==> src/rtl/direction_queue.sv <==
// direction_queue: synchronizes and edge-detects direction buttons, filters illegal turns,
// and queues accepted turns for release one per game tick.
module direction_queue #(
  parameter int         DEPTH    = 4,
  parameter logic [1:0] INIT_DIR = 2'd3
) (
  input  logic                       clk,
  input  logic                       nRst,
  input  logic                       s_reset,
  input  logic [3:0]                 direction_pb,
  input  logic                       tick,
  output logic [1:0]                 dir,
  output logic [$clog2(DEPTH+1)-1:0] count,
  output logic                       empty,
  output logic                       full,
  output logic                       drop
);
  localparam int AW = $clog2(DEPTH);
  localparam int CW = $clog2(DEPTH + 1);
  logic [3:0]    sync1_q, sync2_q, prev_q, evt;
  logic [1:0]    mem_q [DEPTH];
  logic [AW-1:0] rd_q, wr_q;
  logic [CW-1:0] count_q;
  logic [1:0]    dir_q, cand, ref_dir;
  logic          drop_q, has_evt, reject, push, pop;
  // Only the highest-priority new press is considered; lower ones vanish silently.
  always_comb begin
    evt     = sync2_q & ~prev_q;
    has_evt = |evt;
    cand    = evt[3] ? 2'd0 : evt[2] ? 2'd1 : evt[1] ? 2'd2 : 2'd3;
    ref_dir = (count_q != '0) ? mem_q[wr_q - AW'(1)] : dir_q;
    reject  = (cand == ref_dir) || (cand == {ref_dir[1], ~ref_dir[0]}) || (count_q == CW'(DEPTH));
    push    = has_evt && !reject;
    pop     = tick && (count_q != '0);
  end
  always_ff @(posedge clk or negedge nRst) begin
    if (!nRst) begin
      sync1_q <= '0;
      sync2_q <= '0;
      prev_q  <= '0;
      for (int i = 0; i < DEPTH; i++) mem_q[i] <= '0;
      rd_q    <= '0;
      wr_q    <= '0;
      count_q <= '0;
      dir_q   <= INIT_DIR;
      drop_q  <= 1'b0;
    end else begin
      sync1_q <= direction_pb;
      sync2_q <= sync1_q;
      prev_q  <= sync2_q;
      if (s_reset) begin
        rd_q    <= '0;
        wr_q    <= '0;
        count_q <= '0;
        dir_q   <= INIT_DIR;
        drop_q  <= 1'b0;
      end else begin
        drop_q <= has_evt && reject;
        if (push) begin
          mem_q[wr_q] <= cand;
          wr_q        <= wr_q + AW'(1);
        end
        if (pop) begin
          dir_q <= mem_q[rd_q];
          rd_q  <= rd_q + AW'(1);
        end
        count_q <= count_q + CW'(push) - CW'(pop);
      end
    end
  end
  assign dir   = dir_q;
  assign count = count_q;
  assign empty = (count_q == '0);
  assign full  = (count_q == CW'(DEPTH));
  assign drop  = drop_q;
endmodule

==> config.mk <==
export PLATFORM = sky130hd
export DESIGN_NAME = direction_queue
export DESIGN_NICKNAME = d
export VERILOG_FILES = /design/src/rtl/direction_queue.sv
export SDC_FILE = /design/constraint.sdc
export NUM_CORES = 1
export LEC_CHECK = 0
export ABC_CLOCK_PERIOD_IN_PS = 7200
export CAP_MARGIN = 20
export CORE_MARGIN = 5
export CORE_UTILIZATION = 45
export CTS_BUF_LIST = sky130_fd_sc_hd__clkbuf_2 sky130_fd_sc_hd__clkbuf_4 sky130_fd_sc_hd__clkbuf_8
export CTS_CLUSTER_SIZE = 8
export DETAILED_ROUTE_END_ITERATION = 16
export HOLD_SLACK_MARGIN = 0.12
export PLACE_DENSITY_LB_ADDON = 0.05
export SETUP_SLACK_MARGIN = 0.4
export SYNTH_ARGS = -nofsm -noshare
export SYNTH_HDL_FRONTEND = slang
export SYNTH_SLANG_ARGS = --single-unit
export TNS_END_PERCENT = 1
==> constraint.sdc <==
create_clock -name clk -period 7.2 [get_ports clk]
set_input_delay 1.08 -clock clk [delete_from_list [all_inputs] [get_ports clk]]
set_output_delay 1.08 -clock clk [all_outputs]
set_load 0.03 [all_outputs]
# Word level (Yosys, flattened, before mapping)
# Index checks and enable logic that the tools add are counted.
classes:
  n_addsub: 5
  order_cmp: 4
  n_eq_ne: 3
  mux: 21
  bitwise: 7
  reduce_logical: 13
ops:
  columns: ["op", "count"]
  rows:
  - ["$mux W2", 14]
  - ["$ge A3 B3 Y1 const B", 3]
  - ["$not A2 Y3", 3]
  - ["$bmux W2 S2", 2]
  - ["$bwmux W8", 1]
  - ["$add A2 B1 Y2 const B", 2]
  - ["$and A4 B4 Y4", 1]
  - ["$demux W2 S2", 1]
  - ["$eq A2 B2 Y1", 2]
  - ["$logic_and A1 B1 Y1", 4]
  - ["$not A4 Y4", 1]
  - ["$reduce_bool A2 Y1", 2]
  - ["$reduce_or A4 Y1", 1]
  - ["$add A3 B1 Y3", 1]
  - ["$eq A3 B3 Y1 const B", 1]
  - ["$logic_not A3 Y1", 1]
  - ["$lt A3 B1 Y1 const B", 1]
  - ["$mux W3", 1]
  - ["$reduce_bool A3 Y1", 1]
  - ["$sub A3 B1 Y3", 1]
  - ["$logic_or A1 B1 Y1", 2]
  - ["$mux W1", 2]
  - ["$not A1 Y1", 2]
  - ["$reduce_and A2 Y1", 1]
  - ["2 further kinds", 2]
word_totals:
  ff_bits: 30
  in_bits: 8
  output_inout_bits: 8
  wordCells: 65

# Logic depth before layout (Yosys ltp)
# Gate-level depths: netlist (run 1).
depth:
  depth_word: 15
  ltp_mapped: 14
  ltp_nobuf: 14

# Worst setup path before layout (run 1)
# No wires, ideal clock.
synth_timing:
  path_kind: "register -> register"
  startpoint: "reg count_q[1] (netlist: count[1])"
  endpoint: "reg count_q[2] (netlist: count[2])"
  setup_ns: 0.123
  arrival_ns: 3.041
  t_required_ns: 7.077
  path_slack_ns: 4.035
  path_stages_with_launch: 12
  path_buffers: 1
  synth_period_minus_slack_ns: 3.165
  path_cell_list: "dfrtp_1 -> nor3_1 -> nor2b_1 -> clkbuf_1 -> ha_1 -> inv_1 -> ha_1 -> inv_1 -> fa_1 -> xor2_1 -> xnor2_1 -> nor2_1"
synth_via:
  elab_chain_len: 11
  word_cells_on_any_way: 14
  cone_classes: "add/sub (2); eq/ne (3); mux (2); bitwise (1); reduce/logical (6)"
synth_rtl:
  columns: ["item", "line_no", "rtl"]
  rows:
  - ["start, declared", "23", "logic [CW-1:0] count_q;"]
  - ["start signal, assigned", "67", "count_q <= count_q + CW'(push) - CW'(pop);"]
  - ["$reduce_bool A3 Y1", "31, 34", null]
  - ["$mux W2", "31", "ref_dir = (count_q != '0) ? mem_q[wr_q - AW'(1)] : dir_q;"]
  - ["$not A1 Y1", "32", "reject = (cand == ref_dir) || (cand == {ref_dir[1], ~ref_dir[0]}) || (count_q == CW'(DEPTH));"]
  - ["$eq A2 B2 Y1", "32", null]
  - ["$logic_or A1 B1 Y1 (2 in a row)", "32", null]
  - ["$logic_not A1 Y1", "33", "push = has_evt && !reject;"]
  - ["$logic_and A1 B1 Y1", "33", null]
  - ["$add A3 B1 Y3", "67", null]
  - ["$sub A3 B1 Y3 (*)", "67", null]
  - ["$mux W3 (*)", "51", "if (s_reset) begin"]
# Mark *: on every way between the ends. The rest lies on a longest branch, timed or not.
# A chain may end at the register's enable or synchronous reset.

# Final worst setup path (run 1)
layout_timing:
  startpoint: "reg count_q[1] (netlist: count[1])"
  endpoint: "out empty"
layout_via:
  elab_chain_len: 1
layout_rtl:
  columns: ["item", "line_no", "rtl"]
  rows:
  - ["$logic_not A3 Y1", "73", "assign empty = (count_q == '0);"]
  - ["end, declared", "14", "output logic empty,"]
# Every way passes these cells.

==> results.toml, run 1 <==
[synth]
netlist-cell-type-count = 37
synthFlopType = "dfrtp_1"
syn_inst = 114
netlist_area_um2 = 1420
synth_area_per_cell_um2 = 12.46
synth_async_sr_flop_share_pct = 100.0
synth-edff-count = 0
syn_nets = 129
ys_seq_elements = 30
yosysWarnings = 0
ys_seq_area_share_pct = 53.04

[clocking]
cts_resized = 0
clock_latency_ns = 0.31
cts_buffers = 5
cts_root_buf = "clkbuf_4"
cts_setup_buffers = 0
htree_levels = 2
clkSinkCount = 30
cts_tree = "yes"
clockBufferDepth = 2
clkTransAtPathRegs_ns = 0.09
cts_hold_buf = 0

[placed_design]
pre_cts_ws_ns = 3.834
routabilityCongestion = 0.8143
hpwl_mm = 2.008
port_buffers = 15

[drt]
routed_wl_mm = 2.649
wl_met2_mm = 1.164
dr_wl_met3_um = 161
first_pass_iters = 4
top_layer = "met4"
via_per_inst = 5.156
final_antenna_net_count = 0
drt-met1-wl_mm = 1.304
first_iter_violations = 52
drcViolationCount = 0
avgRoutedWirePerCell_um = 14.80
num_vias = 923

[floorplan]
io_pins = 16
core_area_um2 = 3028
placementRows = 20
start_util_pct = 46.90
die_h_um = 66.18
die_area_um2 = 4379
die_w_um = 66.18

[sta]
setup-violations-final = 0
max_freq_ghz = 0.3098
rsz0062_at_grt = "no"
tns_ns = 0
setup_slack_ns = 3.972
finalHoldViolCount = 0
finalCritPeriodShare_pct = 44.83
skew_ns = 0.008607
fin_crit_ns = 3.228
worst_pin_slew_ns = 0.6487
slew_violations = 0
slew-limit-headroom_pct = 56.42

[global_route]
grt_max_degree = 31
grt_pass1_wl_mm = 4.650
track_usage_pct = 14.62
gr-total-overflow = 0
grt_pass1_vias = 980
antenna_found_initial = 0

[finish]
syn_to_final_growth_pct = 18.06
nets = 150
drive_gt1_share_pct = 15.56
layout_common_cells = "dfrtp_1, clkdlybuf4s50_1, nor2_1"
diodes = 0
final_common_cell = "dfrtp_1"

[pwr]
peakVddDrop_mv = 0.1995
power_leakage_nw = 0.7461
power_mw = 0.6087
power_density_nw_per_um2 = 363.0

[outcome]
outcome = "finished, final reports clean"

[run]
cap_violations = 0

[critical_path]
critical_path_arrival_ns = 2.15
worstSetupPathType = "reg -> out"
crit_path_max_fanout = 6
cp.required_ns = 6.12
cp-start-kind = "flip-flop"
cp-end-kind = "primary output"

[min_path]
hold_path_class = "reg -> reg"
==> layer usage <==
layer  global-route usage (%)  vias up
met5                        0        -
li1                         -      451
met1                    19.65      440
met3                    4.932        2
met2                    21.44       30
met4                    6.091        0
==> worst max-delay path, cell delays in order (launching register included) <==
cell and delay [ns]:
dfrtp_1 0.47, nor3_1 0.57, clkdlybuf4s50_1 0.80
==> cell type report <==
cell class | count | area [um^2]
clock buffers | 7 | 52.55
inverters | 6 | 22.52
flip-flops and latches | 30 | 753.2
fillers | 262 | 1351
well taps | 44 | 55.05
repair buffers | 16 | 157.7
multi-input cells | 76 | 635.6
==> synth_stat cells (3+ instances only) <==
master,instances,area (um^2)
inv_1,6,22.52
nand2_1,7,26.28
a22oi_1,3,22.52
and3_1,3,18.77
o21ai_0,3,15.01
a32o_1,4,40.04
nor2_1,9,33.78
mux4_2,3,67.56
dfrtp_1,28,700.7
ha_1,6,75.07
nor2b_1,7,43.79
xnor2_1,3,26.28
==> logic make-up (layout without fill, tap and decap cells) <==
family,after synthesis,after routing,share of synthesized area (%)
flops,30,30,53.04
buf+inv,8,29,2.202
compound gates,25,25,16.04
xor+xnor,5,5,3.084
fa+ha+maj,7,7,6.696
mux,6,6,7.224
simple gates,33,33,11.72
==> flip-flops by register name, summed over array words and instances (netlist names) <==
| register | count |
|---|---|
| count | 3 |
| dir | 2 |
| drop | 1 |
| mem_q | 8 |
| prev_q | 4 |
| rd_q | 2 |
| sync1_q | 4 |
| sync2_q | 4 |
| wr_q | 2 |
==> through the flow <==
step | instance area [um^2] | instances | util (%) | hold slack (ns)
final | 1677 | 179 | 55.37 | 0.3508
after global placement | 1624 | 172 | 53.64 | 0.3323
after detailed placement | 1624 | 172 | 53.64 | 0.3358
after CTS | 1677 | 179 | 55.37 | 0.3542
after floorplan | 1420 | 114 | - | 0.3312
after global routing | 1677 | 179 | 55.37 | 0.3620
==> final timing paths <==
kind	startpoint	endpoint	depth (start not counted)	slack [ns]
hold reg to reg	sync1_q[0]$_DFF_PN0_	sync2_q[0]$_DFF_PN0_	0	0.35
setup reg to reg	wr_q[0]$_DFFE_PN0P_	count[2]$_DFF_PN0_	13	4.10
min in group asynchronous	nRst	rd_q[0]$_DFFE_PN0P_	2	1.15
hold / removal	sync1_q[0]$_DFF_PN0_	sync2_q[0]$_DFF_PN0_	0	0.35
max in group asynchronous	nRst	dir[1]$_DFFE_PN1P_	2	5.74
setup / recovery	count[1]$_DFF_PN0_	empty	2	3.97
==> where the power goes <==
part	total, mW	switching, mW	internal (mW)	leakage [nW]
combinational	0.270	0.145	0.126	0.341
clock	0.0944	0.0501	0.0443	0.0322
sequential	0.244	0.0345	0.209	0.373
total	0.609	0.229	0.379	0.746
Note: power is estimated with default switching activity, not from simulation.
==> run 2: changes to the inputs <==
Settings changed: ABC_CLOCK_PERIOD_IN_PS 7200 to 2900.
Clock period 7.2 ns to 2.9 ns, I/O delays scaled along.
==> results.toml, run 2 (synthesized netlist as in run 1, its figures left out) <==
[run]
cap_violations = 0

[finish]
nets = 159
drive_gt1_share_pct = 26.21
final_common_cell = "dfrtp_1"
syn_to_final_growth_pct = 27.40
diodes = 0
top_register = "mem_q"
layout_common_cells = "dfrtp_1, clkdlybuf4s50_1, buf_4"
fill_cells = 258
fin_cells = 189
largest_reg_flops = 8

[clocking]
clkTransAtPathRegs_ns = 0.09
clkSinkCount = 30
cts_tree = "yes"
htree_levels = 2
clock_latency_ns = 0.34
cts_root_buf = "clkbuf_4"
cts_hold_buf = 0
clockBufferDepth = 2
cts_buffers = 5

[placed_design]
dp_cells = 175
pre_cts_ws_ns = 0.01384
port_buffers = 15
hpwl_mm = 1.982
routabilityCongestion = 0.7978

[global_route]
track_usage_pct = 15.13
grt_max_degree = 31
gr-total-overflow = 0
grt_pass1_wl_mm = 4.830
antenna_found_initial = 0
grt_pass1_vias = 1054

[drt]
via_per_inst = 5.190
avgRoutedWirePerCell_um = 14.42
first_iter_violations = 54
drcViolationCount = 0
num_vias = 981
first_pass_iters = 4
routed_wl_mm = 2.725
final_antenna_net_count = 0

[critical_path]
cp.required_ns = 3.13
critical_path_arrival_ns = 2.97
cp-start-kind = "flip-flop"
cp-end-kind = "flip-flop"
crit_path_max_fanout = 4
worstSetupPathType = "reg -> reg"

[floorplan]
die_h_um = 66.18
die_area_um2 = 4379
placementRows = 20
io_pins = 16
die_w_um = 66.18
core_area_um2 = 3028
start_util_pct = 46.90

[sta]
max_freq_ghz = 0.3650
tns_ns = 0
setup-violations-final = 0
skew_ns = 0.007445
rsz0062_at_grt = "yes"
setup_slack_ns = 0.1600
finalHoldViolCount = 0
finalCritPeriodShare_pct = 94.48
slew_violations = 0
fin_crit_ns = 2.740
slew-limit-headroom_pct = 61.40
worst_pin_slew_ns = 0.5730

[pwr]
pwr-share-comb_pct = 47.1
clkPwrFrac_pct = 16.2
p_sw_mw = 0.6153
power_mw = 1.656
p_sw_share_pct = 37.16
intPower_mw = 1.040
power_leakage_nw = 0.8020
p_seq_share_pct = 36.7
power_density_nw_per_um2 = 915.1
peakVddDrop_mv = 0.6243

[min_path]
hold_path_class = "reg -> reg"

[outcome]
outcome = "finished, final reports clean"
-- run 2: routing by layer --
| layer | wire length (um) | track usage (%) | up-vias |
|---|---|---|---|
| met1 | 1306 | 19.60 | 481 |
| li1 | - | - | 468 |
| met4 | 51 | 6.091 | 0 |
| met5 | 0 | 0 | - |
| met2 | 1222 | 22.68 | 26 |
| met3 | 145 | 5.782 | 6 |
-- run 2: cell type report --
type	count	area (um^2)	area share, %
clock inverter	1	5.005	0.2766
inverter	6	22.52	1.245
clock buffer	7	58.81	3.250
tap	44	55.05	3.043
multi-input combinational	76	688.2	38.04
timing repair buffer	25	225.2	12.45
sequential	30	754.5	41.70
-- run 2: metrics by stage --
stage,util (%),cell area (um^2),hold WS (ns)
global route,59.75,1809,0.3612
floorplan,-,1458,0.1394
finish,59.75,1809,0.3553
CTS,59.50,1802,0.3602
detailed placement,55.62,1684,0.3397
global placement,55.62,1684,0.3331
-- run 2: path summary, 6_finish.rpt --
kind	start	endpoint	slack, ns	cells past startpoint
max in group asynchronous	nRst	dir[0]$_DFFE_PN1P_	2.11	2
min in group asynchronous	nRst	mem_q[4]$_DFFE_PN0P_	0.48	2
worst min register to register	sync1_q[3]$_DFF_PN0_	sync2_q[3]$_DFF_PN0_	0.36	0
worst min-delay path	sync1_q[3]$_DFF_PN0_	sync2_q[3]$_DFF_PN0_	0.36	0
worst max register to register	wr_q[0]$_DFFE_PN0P_	count[2]$_DFF_PN0_	0.16	14
worst max-delay path	wr_q[0]$_DFFE_PN0P_	count[2]$_DFF_PN0_	0.16	14
-- run 2: what timing repair did --
item                                    in CTS  in global routing
endpoints found under the setup margin       2                  2
setup buffers                                6                  0
gates resized for setup                      2                  1
pin swaps                                    2                  0
-- run 2: critical path, cell delays in order, from the launching register on --
cell and delay [ns]:
dfrtp_2 0.41, inv_2 0.06, ha_4 0.26, mux4_2 0.38, o21ai_4 0.11, o21ai_4 0.08
a22oi_4 0.15, ha_1 0.25, inv_1 0.05, ha_1 0.12, inv_1 0.05, fa_2 0.35
xor2_2 0.16, xnor2_1 0.14, nor2_1 0.05
-- run 2: power groups by stage --
stage	Clock [mW]	Sequential, mW	Combinational [mW]
floorplan	0	0.653	0.466
global placement	0	0.613	0.709
detailed placement	0	0.619	0.718
CTS	0.277	0.610	0.778
global route	0.292	0.626	0.848
finish	0.268	0.608	0.779
